[src/rtl/ita_softmax_ctrl.sv]
// Softmax sequencer: credit-gated QK accumulation, division wait, stream read.
// Optional stall counter enabled by defining ITA_SOFTMAX_CTRL_PERF_EN.
module ita_softmax_ctrl #(
   parameter int unsigned M             = 64,
   parameter int unsigned N             = 16,
   parameter int unsigned SoftFifoDepth = 4,
   parameter int unsigned CntWidth      = 16
) (
   input  logic                clk_i,
   input  logic                rst_ni,
   input  logic                start_i,
   input  logic [CntWidth-1:0] tile_s_i,
   input  logic                qk_valid_i,
   output logic                qk_ready_o,
   output logic                calc_en_o,
   input  logic                pop_fifo_i,
   input  logic                softmax_done_i,
   input  logic                stream_ready_i,
   output logic                calc_stream_soft_en_o,
   output logic                busy_o,
   output logic                done_o,
   output logic [31:0]         stall_cnt_o
);

   localparam int unsigned B   = M * M / N;
   localparam int unsigned CrW = $clog2(SoftFifoDepth + 1);

   localparam logic [CntWidth-1:0] One   = CntWidth'(1);
   localparam logic [CntWidth-1:0] BLast = CntWidth'(B - 1);
   localparam logic [CntWidth-1:0] BPush = CntWidth'(B - M);
   localparam logic [CrW-1:0]      CrOne = CrW'(1);
   localparam logic [CrW-1:0]      CrMax = CrW'(SoftFifoDepth);

   typedef enum logic [1:0] {
      Idle,
      Accum,
      WaitDiv,
      Stream
   } state_e;

   state_e              state_q;
   logic [CntWidth-1:0] count_q, tile_q, tile_s_q, scnt_q;
   logic [CrW-1:0]      credits_q, credits_d;
   logic                done_seen_q;

   logic last_tile, push_nxt, accept, push_acc;
   logic start_acc, stream_en, last_beat;

   assign start_acc = (state_q == Idle) & start_i;
   assign last_tile = (tile_q == tile_s_q - One);
   assign last_beat = (count_q == BLast);
   // the next beat of the last tile feeds a row into the division FIFO
   assign push_nxt  = last_tile & (count_q >= BPush);

   assign qk_ready_o = (state_q == Accum) &
                       ~(push_nxt & (credits_q == '0));
   assign accept     = qk_valid_i & qk_ready_o;
   assign push_acc   = accept & push_nxt;
   assign calc_en_o  = accept;

   assign stream_en             = (state_q == Stream) & stream_ready_i;
   assign calc_stream_soft_en_o = stream_en;
   assign done_o                = stream_en & (scnt_q == BLast);
   assign busy_o                = (state_q != Idle);

   // credit bookkeeping; a pop at full credits has nothing to return
   always_comb begin
      credits_d = credits_q;
      if (start_acc) begin
         credits_d = CrMax;
      end else if (push_acc && !pop_fifo_i) begin
         credits_d = credits_q - CrOne;
      end else if (pop_fifo_i && !push_acc && credits_q != CrMax) begin
         credits_d = credits_q + CrOne;
      end
   end

   // pass sequencing and beat counters
   always_ff @(posedge clk_i or negedge rst_ni) begin
      if (!rst_ni) begin
         state_q     <= Idle;
         count_q     <= '0;
         tile_q      <= '0;
         tile_s_q    <= '0;
         scnt_q      <= '0;
         credits_q   <= CrMax;
         done_seen_q <= 1'b0;
      end else begin
         credits_q <= credits_d;
         case (state_q)
            Idle: begin
               if (start_i) begin
                  state_q     <= Accum;
                  tile_s_q    <= (tile_s_i == '0) ? One : tile_s_i;
                  count_q     <= '0;
                  tile_q      <= '0;
                  scnt_q      <= '0;
                  done_seen_q <= 1'b0;
               end
            end
            Accum: begin
               if (softmax_done_i) done_seen_q <= 1'b1;
               if (accept) begin
                  if (last_beat) begin
                     count_q <= '0;
                     tile_q  <= tile_q + One;
                     if (last_tile) state_q <= WaitDiv;
                  end else begin
                     count_q <= count_q + One;
                  end
               end
            end
            WaitDiv: begin
               if (done_seen_q || softmax_done_i) begin
                  state_q     <= Stream;
                  done_seen_q <= 1'b0;
               end
            end
            Stream: begin
               if (stream_en) begin
                  scnt_q <= scnt_q + One;
                  if (scnt_q == BLast) state_q <= Idle;
               end
            end
            default: state_q <= Idle;
         endcase
      end
   end

   a_pop_overflow: assert property (
      @(posedge clk_i) disable iff (!rst_ni)
      !(pop_fifo_i && (credits_q == CrMax) && !push_acc));

`ifdef ITA_SOFTMAX_CTRL_PERF_EN
   logic [31:0] stall_q;

   // saturating count of accumulation cycles lost to missing credits
   always_ff @(posedge clk_i or negedge rst_ni) begin
      if (!rst_ni) begin
         stall_q <= '0;
      end else if (start_acc) begin
         stall_q <= '0;
      end else if ((state_q == Accum) && qk_valid_i && !qk_ready_o &&
                   (stall_q != '1)) begin
         stall_q <= stall_q + 32'd1;
      end
   end

   assign stall_cnt_o = stall_q;
`else
   assign stall_cnt_o = '0;
`endif

endmodule

[config.mk]
export PLATFORM = sky130hd
export DESIGN_NAME = ita_softmax_ctrl
export DESIGN_NICKNAME = d
export VERILOG_FILES = /design/src/rtl/ita_softmax_ctrl.sv
export SDC_FILE = /design/constraint.sdc
export NUM_CORES = 1
export LEC_CHECK = 0
export CORE_UTILIZATION = 47
export CTS_CLUSTER_DIAMETER = 80
export DETAILED_ROUTE_END_ITERATION = 7
export PLACE_DENSITY = 0.7
export SLEW_MARGIN = 20
export SYNTH_ARGS = -nofsm -noshare
export SYNTH_HDL_FRONTEND = slang
export SYNTH_SLANG_ARGS = --single-unit
export TNS_END_PERCENT = 100
[constraint.sdc]
create_clock -name clk_i -period 5.6 [get_ports clk_i]
set_input_delay 1.12 -clock clk_i [delete_from_list [all_inputs] [get_ports clk_i]]
set_output_delay 1.12 -clock clk_i [all_outputs]
set_load 0.02 [all_outputs]
==> results.sh <==
export IMPL_synth_most_common_cell="dfrtp_1"
export IMPL_portBuffers=27
export IMPL_hold_start="done_seen_q$_DFFE_PN0P_"
export IMPL_detail_route_antenna_nets=0
export IMPL_post_place_ws_ps=1300
export IMPL_crit_fanout=13
export IMPL_start_util=0.493
export IMPL_dp_cells=661
export IMPL_cp_startpoint="tile_s_q[3]$_DFFE_PN0P_"
export IMPL_synth_fa_ha_area_frac=0.0313
export IMPL_setup_tns_ps=0
export IMPL_route_detailed_drc=0
export IMPL_cts_root_buf="clkbuf_8"
export IMPL_synth_edf_count=0
export IMPL_synthFlopType="dfrtp_1"
export IMPL_setup_viol=0
export IMPL_core_rowCount=35
export IMPL_power_frac_clock=0.335
export IMPL_final_area_sq_um=5080
export IMPL_cts_tree="built"
export IMPL_p_comb_frac=0.143
export IMPL_clock_skew_ps=6.18
export IMPL_ios=60
export IMPL_diodes=0
export IMPL_vias_per_cell=5.51
export IMPL_hold_class="flip-flop to flip-flop"
export IMPL_synth_top_area_cell="dfrtp_1"
export IMPL_fin_cells=677
export IMPL_design_core_area_sq_um=9420
export IMPL_yosysSeqAreaShare=0.377
export IMPL_swShare=0.289
export IMPL_cap_violations=0
export IMPL_power_total_mw=1.09
export IMPL_slew_violations=0
export IMPL_tightestPinTransition_ps=907
export IMPL_r2r_slack_ps=1980
export IMPL_cts_resized=0
export IMPL_critPathArrivalTime_ps=3560
export IMPL_cts_setup_buffers=0
export IMPL_power_density_nw_per_um2=214
export IMPL_cp_required_ps=4480
export IMPL_avgRoutedWirePerCell_microns=14.3
export IMPL_grtUsageTotal=0.210
export IMPL_gp_congestion=0.880
export IMPL_cp_end_kind="output port"
export IMPL_grt_pass1_wl_mm=16.9
export IMPL_p_sw_uw=314
export IMPL_synthSimpleGateAreaFrac=0.256
export IMPL_synth_area_mux_share=0.0585
export IMPL_final_util=0.539
export IMPL_crit_type="flip-flop to output port"
export IMPL_timing_rr_start="tile_s_q[3]$_DFFE_PN0P_"
export IMPL_place_hpwl_mm=6.96
export IMPL_drive_above_1_share=0.0985
export IMPL_hold_buffers=0
export IMPL_p_seq_frac=0.522
export IMPL_synthTopCellsByArea="dfrtp_1, buf_4, nor2_1"
export IMPL_min_to="done_seen_q$_DFFE_PN0P_"
export IMPL_p_int_uw=772
export IMPL_clock_fmax_mhz=213
export IMPL_cellLeakagePower_nw=2.19
export IMPL_syn_area_per_cell_sq_um=8.93
export IMPL_grt_max_degree=37
export IMPL_drtIter0Drc=193
export IMPL_grt_overflow=0
export IMPL_dieArea_sq_um=10300
export IMPL_max_slew_margin=0.393
export IMPL_synthTopCellsByCount="dfrtp_1, nor2_1, nand2_1, buf_4, a21oi_1"
export IMPL_synth_seq_cells=70
export IMPL_layout_nets=577
export IMPL_ys_types=65
export IMPL_synthXorXnorAreaFrac=0.0746
export IMPL_cts_made_buffers=9
export IMPL_rsz0062_at_grt="no"
export IMPL_status="complete, no violations"
export IMPL_grt_pass1_vias=3529
export IMPL_ir_drop_uv=127
export IMPL_fin_crit_ps=4680
export IMPL_fin_ws_ps=916
export IMPL_synth_compound_area_frac=0.122
export IMPL_holdPathStages=2
export IMPL_die_h_microns=101
export IMPL_htree_levels=3
export IMPL_synth_top_family_by_area="simple AND/OR/NAND/NOR gates"
export IMPL_area_growth_syn_to_layout_pct=9.29
export IMPL_yosys_warnings=0
export IMPL_die_x_microns=101
export IMPL_drtPass1Iterations=4
export IMPL_num_vias=3732
export IMPL_clk_pin_slew_ps=80
export IMPL_fin_hold_ws_ps=517
export IMPL_reg2reg_depth=9
export IMPL_drt_wl_total_mm=9.69
export IMPL_final_hold_violation_count=0
export IMPL_r2r_end="tile_q[14]$_DFFE_PN0P_"
export IMPL_synth_top_cell_area_share=0.372
export IMPL_setup_worst_path_start_class="flip-flop"
export IMPL_antenna_found_initial=0
export IMPL_placed_area_sq_um=4910
export IMPL_netlist_area_sq_um=4640
export IMPL_synth_cells=520
export IMPL_clock_sinks=70
export IMPL_clkLatencyLatePin_ps=350
export IMPL_finalCritPeriodShare=0.836
export IMPL_synth_async_reset_ratio=1.00
export IMPL_clockBufferDepth=2
==> cell families (layout without fill, tap and decap cells) <==
| family | after synthesis | count (layout) |
|---|---|---|
| AO/OA/AOI/OAI | 87 | 87 |
| adder cells (fa/ha/maj) | 11 | 11 |
| multiplexers | 25 | 25 |
| other | 1 | 32 |
| buffers and inverters | 65 | 62 |
| XOR/XNOR | 38 | 38 |
| flip-flops | 70 | 70 |
| AND/OR/NAND/NOR | 223 | 223 |
==> layer usage <==
metal / routed length, microns / part of all wire / track usage
met5: 0 / 0 / 0
met4: 134 / 0.014 / 0.0680
met3: 363 / 0.037 / 0.0442
met2: 4640 / 0.48 / 0.347
met1: 4540 / 0.47 / 0.277
==> critical path, cell delays in order, from the launching register on <==
cell	delay (ps)
dfrtp_1	450
or4_1	700
nor4b_2	340
mux2_2	370
o21ai_1	270
nor4_2	110
buf_4	210
nor2b_1	140
clkdlybuf4s50_1	620
==> cell type report <==
type	count	area, sq um
clock buffers	12	145
fillers	844	4340
repair buffers	32	303
clock inverters	4	22.5
inverters	14	52.6
flip-flops and latches	70	1750
multi-input cells	416	2640
well taps	129	161
==> placed cells by master, fill, tap and decap left out, types with 4 or more instances in the layout <==
cell type,n
nor2b_1,6
a31oi_1,4
nor3_1,18
a21oi_1,27
or4_1,5
ha_1,10
mux2_2,17
nor4_1,18
conb_1,32
xor2_1,18
clkbuf_8,10
buf_4,5
and3_1,11
nand2b_1,10
or3_1,12
nor2_1,57
mux2i_1,8
o31ai_1,4
o21ai_0,25
dfrtp_1,69
clkdlybuf4s50_1,26
nand4_1,9
xnor2_1,19
inv_1,14
nand2_1,40
nand3_1,14
==> flip-flops by register name, indices dropped and copies added (netlist names) <==
register	count
count_q	16
scnt_q	16
tile_q	16
tile_s_q	16
credits_q	3
state_q	2
done_seen_q	1
==> how the worst max path moves through the flow <==
stage,to,slack (ps),cells after the start
finish,qk_ready_o,920,8
global route,qk_ready_o,740,8
CTS,calc_en_o,890,8
detailed placement,calc_en_o,1300,8
global placement,qk_ready_o,1400,8
floorplan,qk_ready_o,1940,8
==> power groups by stage <==
stage                     clock [mW]  combinational (mW)  sequential, mW
after floorplan                    0               0.132           0.563
after global placement             0               0.152           0.576
after detailed placement           0               0.156           0.576
after CTS                      0.378               0.157           0.567
after global routing           0.394               0.181           0.574
final                          0.364               0.155           0.567
No activity file was read; power rests on OpenSTA's default activity.
